<file path="src/rtl/axi4_master_pkg.sv">
// axi4_master_pkg: shared state type, response codes and response ordering helper
package axi4_master_pkg;
    typedef enum logic [2:0] {IDLE, WR_ADDR, WR_DATA, WR_RESP, RD_ADDR, RD_DATA} state_e;
    localparam logic [1:0] RESP_OKAY   = 2'b00;
    localparam logic [1:0] RESP_EXOKAY = 2'b01;
    localparam logic [1:0] RESP_SLVERR = 2'b10;
    localparam logic [1:0] RESP_DECERR = 2'b11;
    function automatic logic [1:0] resp_max(input logic [1:0] a, input logic [1:0] b);
        return (a > b) ? a : b;
    endfunction
endpackage

</file>
<file path="src/rtl/axi4_beat_counter.sv">
// axi4_beat_counter: 8-bit beat counter with last-beat compare against the burst length
module axi4_beat_counter
    import axi4_master_pkg::*;
(
    input  logic       clk,
    input  logic       rst,
    input  logic       clr_i,
    input  logic       inc_i,
    input  logic [7:0] len_i,
    output logic       is_last_o
);
    logic [7:0] count_q, count_d;
    // clear wins over increment so a new command always starts at beat 0
    always_comb count_d = clr_i ? 8'd0 : inc_i ? count_q + 8'd1 : count_q;
    // count register
    always_ff @(posedge clk) begin
        if (rst) count_q <= 8'd0;
        else     count_q <= count_d;
    end
    assign is_last_o = (count_q == len_i);
endmodule

</file>
<file path="src/rtl/axi4_master.sv">
// axi4_master: single-outstanding AXI4 burst initiator for write and read commands
module axi4_master
    import axi4_master_pkg::*;
#(
    parameter int DATA_WIDTH = 32,
    parameter int ADDR_WIDTH = 16
) (
    input  logic                  ACLK,
    input  logic                  ARESET,
    input  logic                  cmd_valid,
    output logic                  cmd_ready,
    input  logic                  cmd_write,
    input  logic [ADDR_WIDTH-1:0] cmd_addr,
    input  logic [7:0]            cmd_len,
    input  logic [2:0]            cmd_size,
    input  logic [DATA_WIDTH-1:0] wr_data,
    input  logic                  wr_valid,
    output logic                  wr_ready,
    output logic [DATA_WIDTH-1:0] rd_data,
    output logic                  rd_valid,
    input  logic                  rd_ready,
    output logic                  rd_last,
    output logic                  done,
    output logic [1:0]            done_resp,
    output logic                  done_err,
    output logic [ADDR_WIDTH-1:0] AWADDR,
    output logic [7:0]            AWLEN,
    output logic [2:0]            AWSIZE,
    output logic                  AWVALID,
    input  logic                  AWREADY,
    output logic [DATA_WIDTH-1:0] WDATA,
    output logic                  WLAST,
    output logic                  WVALID,
    input  logic                  WREADY,
    input  logic [1:0]            BRESP,
    input  logic                  BVALID,
    output logic                  BREADY,
    output logic [ADDR_WIDTH-1:0] ARADDR,
    output logic [7:0]            ARLEN,
    output logic [2:0]            ARSIZE,
    output logic                  ARVALID,
    input  logic                  ARREADY,
    input  logic [DATA_WIDTH-1:0] RDATA,
    input  logic [1:0]            RRESP,
    input  logic                  RLAST,
    input  logic                  RVALID,
    output logic                  RREADY
);
    state_e                state_q, state_d;
    logic [ADDR_WIDTH-1:0] addr_q, addr_d;
    logic [7:0]            len_q, len_d;
    logic [2:0]            size_q, size_d;
    logic [1:0]            acc_q, acc_d;
    logic [1:0]            resp_q, resp_d;
    logic                  err_q, err_d;
    logic                  done_q, done_d;
    logic                  is_last;
    logic                  cmd_hs, w_hs, b_hs, r_hs, r_end;
    logic                  wr_st, rd_st;

    assign wr_st     = (state_q == WR_DATA);
    assign rd_st     = (state_q == RD_DATA);
    assign cmd_ready = (state_q == IDLE);
    assign AWVALID   = (state_q == WR_ADDR);
    assign ARVALID   = (state_q == RD_ADDR);
    assign BREADY    = (state_q == WR_RESP);
    assign AWADDR    = addr_q;
    assign AWLEN     = len_q;
    assign AWSIZE    = size_q;
    assign ARADDR    = addr_q;
    assign ARLEN     = len_q;
    assign ARSIZE    = size_q;
    assign WVALID    = wr_st & wr_valid;
    assign WDATA     = wr_st ? wr_data : '0;
    assign WLAST     = wr_st & is_last;
    assign wr_ready  = wr_st & WREADY;
    assign rd_valid  = rd_st & RVALID;
    assign rd_data   = rd_st ? RDATA : '0;
    assign rd_last   = rd_st & is_last;
    assign RREADY    = rd_st & rd_ready;
    assign done      = done_q;
    assign done_resp = resp_q;
    assign done_err  = err_q;

    assign cmd_hs = cmd_ready & cmd_valid;
    assign w_hs   = WVALID & WREADY;
    assign b_hs   = BREADY & BVALID;
    assign r_hs   = RVALID & RREADY;
    assign r_end  = r_hs & is_last;

    axi4_beat_counter u_cnt (
        .clk       (ACLK),
        .rst       (ARESET),
        .clr_i     (cmd_hs),
        .inc_i     (w_hs | r_hs),
        .len_i     (len_q),
        .is_last_o (is_last)
    );

    // burst sequencing; the beat count, not RLAST, ends a read
    always_comb begin
        state_d = state_q;
        case (state_q)
            IDLE:    if (cmd_valid) state_d = cmd_write ? WR_ADDR : RD_ADDR;
            WR_ADDR: if (AWREADY) state_d = WR_DATA;
            WR_DATA: if (w_hs && is_last) state_d = WR_RESP;
            WR_RESP: if (BVALID) state_d = IDLE;
            RD_ADDR: if (ARREADY) state_d = RD_DATA;
            RD_DATA: if (r_end) state_d = IDLE;
            default: state_d = IDLE;
        endcase
    end

    // command capture, response accumulation and completion reporting
    always_comb begin
        addr_d = cmd_hs ? cmd_addr : addr_q;
        len_d  = cmd_hs ? cmd_len  : len_q;
        size_d = cmd_hs ? cmd_size : size_q;
        acc_d  = cmd_hs ? RESP_OKAY : r_hs ? resp_max(acc_q, RRESP) : acc_q;
        err_d  = cmd_hs ? 1'b0 : (r_hs && (RLAST != is_last)) ? 1'b1 : err_q;
        done_d = b_hs | r_end;
        resp_d = b_hs ? BRESP : r_end ? resp_max(acc_q, RRESP) : resp_q;
    end

    // state and datapath registers
    always_ff @(posedge ACLK) begin
        if (ARESET) begin
            state_q <= IDLE;
            addr_q  <= '0;
            len_q   <= 8'd0;
            size_q  <= 3'd0;
            acc_q   <= RESP_OKAY;
            err_q   <= 1'b0;
            done_q  <= 1'b0;
            resp_q  <= RESP_OKAY;
        end else begin
            state_q <= state_d;
            addr_q  <= addr_d;
            len_q   <= len_d;
            size_q  <= size_d;
            acc_q   <= acc_d;
            err_q   <= err_d;
            done_q  <= done_d;
            resp_q  <= resp_d;
        end
    end
endmodule
</file>
<file path="config.mk">
export PLATFORM = sky130hd
export DESIGN_NAME = axi4_master
export DESIGN_NICKNAME = d
export VERILOG_FILES = /design/src/rtl/axi4_master_pkg.sv /design/src/rtl/axi4_beat_counter.sv /design/src/rtl/axi4_master.sv
export SDC_FILE = /design/constraint.sdc
export NUM_CORES = 1
export LEC_CHECK = 0
export ABC_CLOCK_PERIOD_IN_PS = 1600
export CAP_MARGIN = 10
export CORE_MARGIN = 2
export CORE_UTILIZATION = 29
export CTS_BUF_LIST = sky130_fd_sc_hd__clkbuf_2 sky130_fd_sc_hd__clkbuf_4 sky130_fd_sc_hd__clkbuf_8
export DETAILED_ROUTE_END_ITERATION = 10
export PLACE_DENSITY = 0.81
export SYNTH_ARGS = -nofsm -noshare
export SYNTH_HDL_FRONTEND = slang
export SYNTH_SLANG_ARGS = --single-unit
</file>
<file path="constraint.sdc">
create_clock -name ACLK -period 1.6 [get_ports ACLK]
set_input_delay 0.24 -clock ACLK [delete_from_list [all_inputs] [get_ports ACLK]]
set_output_delay 0.24 -clock ACLK [all_outputs]
set_load 0.05 [all_outputs]
</file>
==> results.txt <==
Slew margin rel. - 0.731
CTS tree - built
Hold slack final - 0.468 ns
CTS Buffer Depth - 2
Class of the worst hold path - in -> reg
Async SR Flop Fraction - 0
Synth Cell Area - 2700 um^2
Avg WL per Cell - 19.0 um
Finished Layout Cells - 742
HPWL Detailed - 8970 um
Critical path fanouts, max - 5
Multi-input combinational cell area - 1870 um^2
Antenna viol nets, final - 0
Peak VDD IR - 0.572 mV
EDFF count, synth - 0
Place WS - -0.284 ns
Layout area overhead - 156%
Largest net degree at the start of global routing - 28
Fin Setup TNS - -19.89 ns
Nets - 740
Setup ws final - -0.360 ns
Tot Pwr - 8.82 mW
Clock transition at the registers of the reported paths - 0.09 ns
Critical path capture point type - output pin
Crit Path Category - reg -> out
Grt total ovfl - 0
Final Cycle Share - 1.22
Placed inst area - 5900 um^2
Starting DRT DRC Count - 204
Util after Layout - 0.755
Final setup violation count - 89
Clock sink total - 44
R2r setup slk - -0.29 ns
Placed cells - 690
Hold Startpoint - cmd_len[7]
RSZ-0062 raised after global routing - yes
Starting Density - 0.295
GRT Total Usage - 0.257
Routed wire length - 14100 um
Tmin final - 1.96 ns
Hold path cells - 3
Post-route DRC - 0
CP Launch Type - flip-flop
Synthesis-stage register bit count - 44
Vias in the first global route - 3774
Die Y - 100 um
Yosys top cell area share - 0.326
Area leader, netlist - dfxtp_1
DIE WIDTH - 100 um
Worst skew pair latency - 0.31 ns
Clock skew - 0.00951 ns
Worst Path Required - 1.36 ns
Total core area - 9150 um^2
Tightest Pin Transition - 0.401 ns
Final Instance Area - 6910 um^2
Max-cap violations - 0
Synthesized area per cell - 7.65 um^2
Cell row count - 35
Commonest cells in the netlist - 73 x and2_1, 65 x nand2_1, 44 x dfxtp_1, 34 x a21oi_1, 30 x buf_4
R2r endpoint - done_resp[1]
Ys flop type - dfxtp_1
Reg area - 925 um^2
Final-report max-slew violation count - 0
Most numerous cell in the Yosys netlist - and2_1
P_leak - 3.00 nW
Setup crit start - u_cnt.count_q[1]
Root Driver - clkbuf_8
Hold Path End - ARLEN[7]
Max Freq - 510 MHz
Drt via density - 4.82
Crit path DAT - 1.72 ns
Top cells by area, synth - dfxtp_1 33%, and2_1 17%, nand2_1 9.0%, buf_4 8.3%, a21oi_1 6.3%
Number of H-tree levels - 2
Initial antenna violation count - 1
RD Place Congestion - 0.853
P per Cell Area - 1280 nW/um^2
Max stage delay on crit path - 0.44 ns
Post-Syn Instances - 353
CP max-delay cell - nor4_4
Hold Vio Cnt, Final - 0
Sequential area share after synthesis - 0.326
First-pass GRT wire length - 19900 um
PortBufs - 238
Crit path cell chain - xor2_2 > nor4_4 > nand2_2 > nor2_4 > buf_12
Drt first pass iters - 4
Io pins - 239
Number of buffers created by CTS - 5
Distinct cells, synth - 40
Die ar. - 10100 um^2
Share of cells above drive strength 1 - 0.549
Critical R2R Launch - u_cnt.count_q[0]
Filler instances - 538
Syn nets - 464
Failing checks - negative setup slack
Cell depth of the worst flop-to-flop path - 7
Outcome - finished, violations left
Ys Warns - 0
Vias post-DR - 3576
Hold-fix buffers, CTS - 0
kinds of logic (layout without fill, tap and decap cells):
family / Yosys count / after routing / synth area share
compound gates: 50 / 50 / 0.113
simple gates: 182 / 182 / 0.358
fa+ha+maj: 4 / 4 / 0.0185
xor+xnor: 15 / 15 / 0.0487
other cells: 0 / 1 / 0
flops: 44 / 44 / 0.326
mux: 3 / 3 / 0.0111
buf+inv: 55 / 332 / 0.124
worst max-delay path, delay by kind of cell, from the launching register on:
family	cells	cell delay, ns
simple gates	3	0.72
flops	1	0.34
xor+xnor	1	0.19
buf+inv	1	0.15
power by group:
group          total (mW)  switching [mW]  leakage (nW)  internal (mW)
logic                6.65            3.57          2.59           3.08
registers            1.46           0.161         0.367           1.30
clock network       0.712           0.407        0.0479          0.305
worst max-delay path by stage:
| stage | to | slack, ns | cells past startpoint |
|---|---|---|---|
| after floorplan | ARADDR[10] | -0.04 | 6 |
| after global placement | done_resp[0] | -0.21 | 8 |
| after detailed placement | done_resp[0] | -0.28 | 8 |
| after CTS | WLAST | -0.28 | 4 |
| after global routing | rd_last | -0.41 | 5 |
| final | rd_last | -0.36 | 5 |
state kept, by name, summed over array words and instances, names as in the netlist:
signal / flops
ARADDR: 16
ARLEN: 8
ARSIZE: 3
done_resp: 2
acc_q: 2
u_cnt.count_q: 8
state_q: 3
done: 1
done_err: 1
cell type report:
| class | count | share of cell area |
|---|---|---|
| timing repair buffer | 318 | 0.559 |
| multi-input combinational | 254 | 0.271 |
| sequential | 44 | 0.134 |
| tap | 111 | 0.0201 |
| clock buffer | 5 | 0.00996 |
| inverter | 6 | 0.00326 |
| clock inverter | 3 | 0.00272 |
| antenna | 1 | 0.000362 |
timing repair:
action | in CTS | in global routing
endpoints found under the setup margin | 82 | 106
pin swaps | 61 | 40
cloned | 8 | 0
gates resized for setup | 119 | 43
setup buffers | 25 | 14
layout by cell type (no fill, tap or decap), types with 15 or more instances in the layout:
cell type,synthesis,layout
buf_6,1,27
a21oi_1,34,29
nand2_1,65,60
clkdlybuf4s50_1,0,106
buf_4,30,97
nor2_1,21,15
buf_12,0,80
dfxtp_1,44,31
and2_4,0,70
layer usage:
metal | up-vias | part of all wire | global-route usage
li1 | 1671 | - | -
met1 | 1694 | 0.34 | 0.257
met2 | 171 | 0.55 | 0.484
met3 | 40 | 0.072 | 0.0742
met4 | 0 | 0.038 | 0.123
met5 | - | 0 | 0
(Power assumes the default switching activity.)
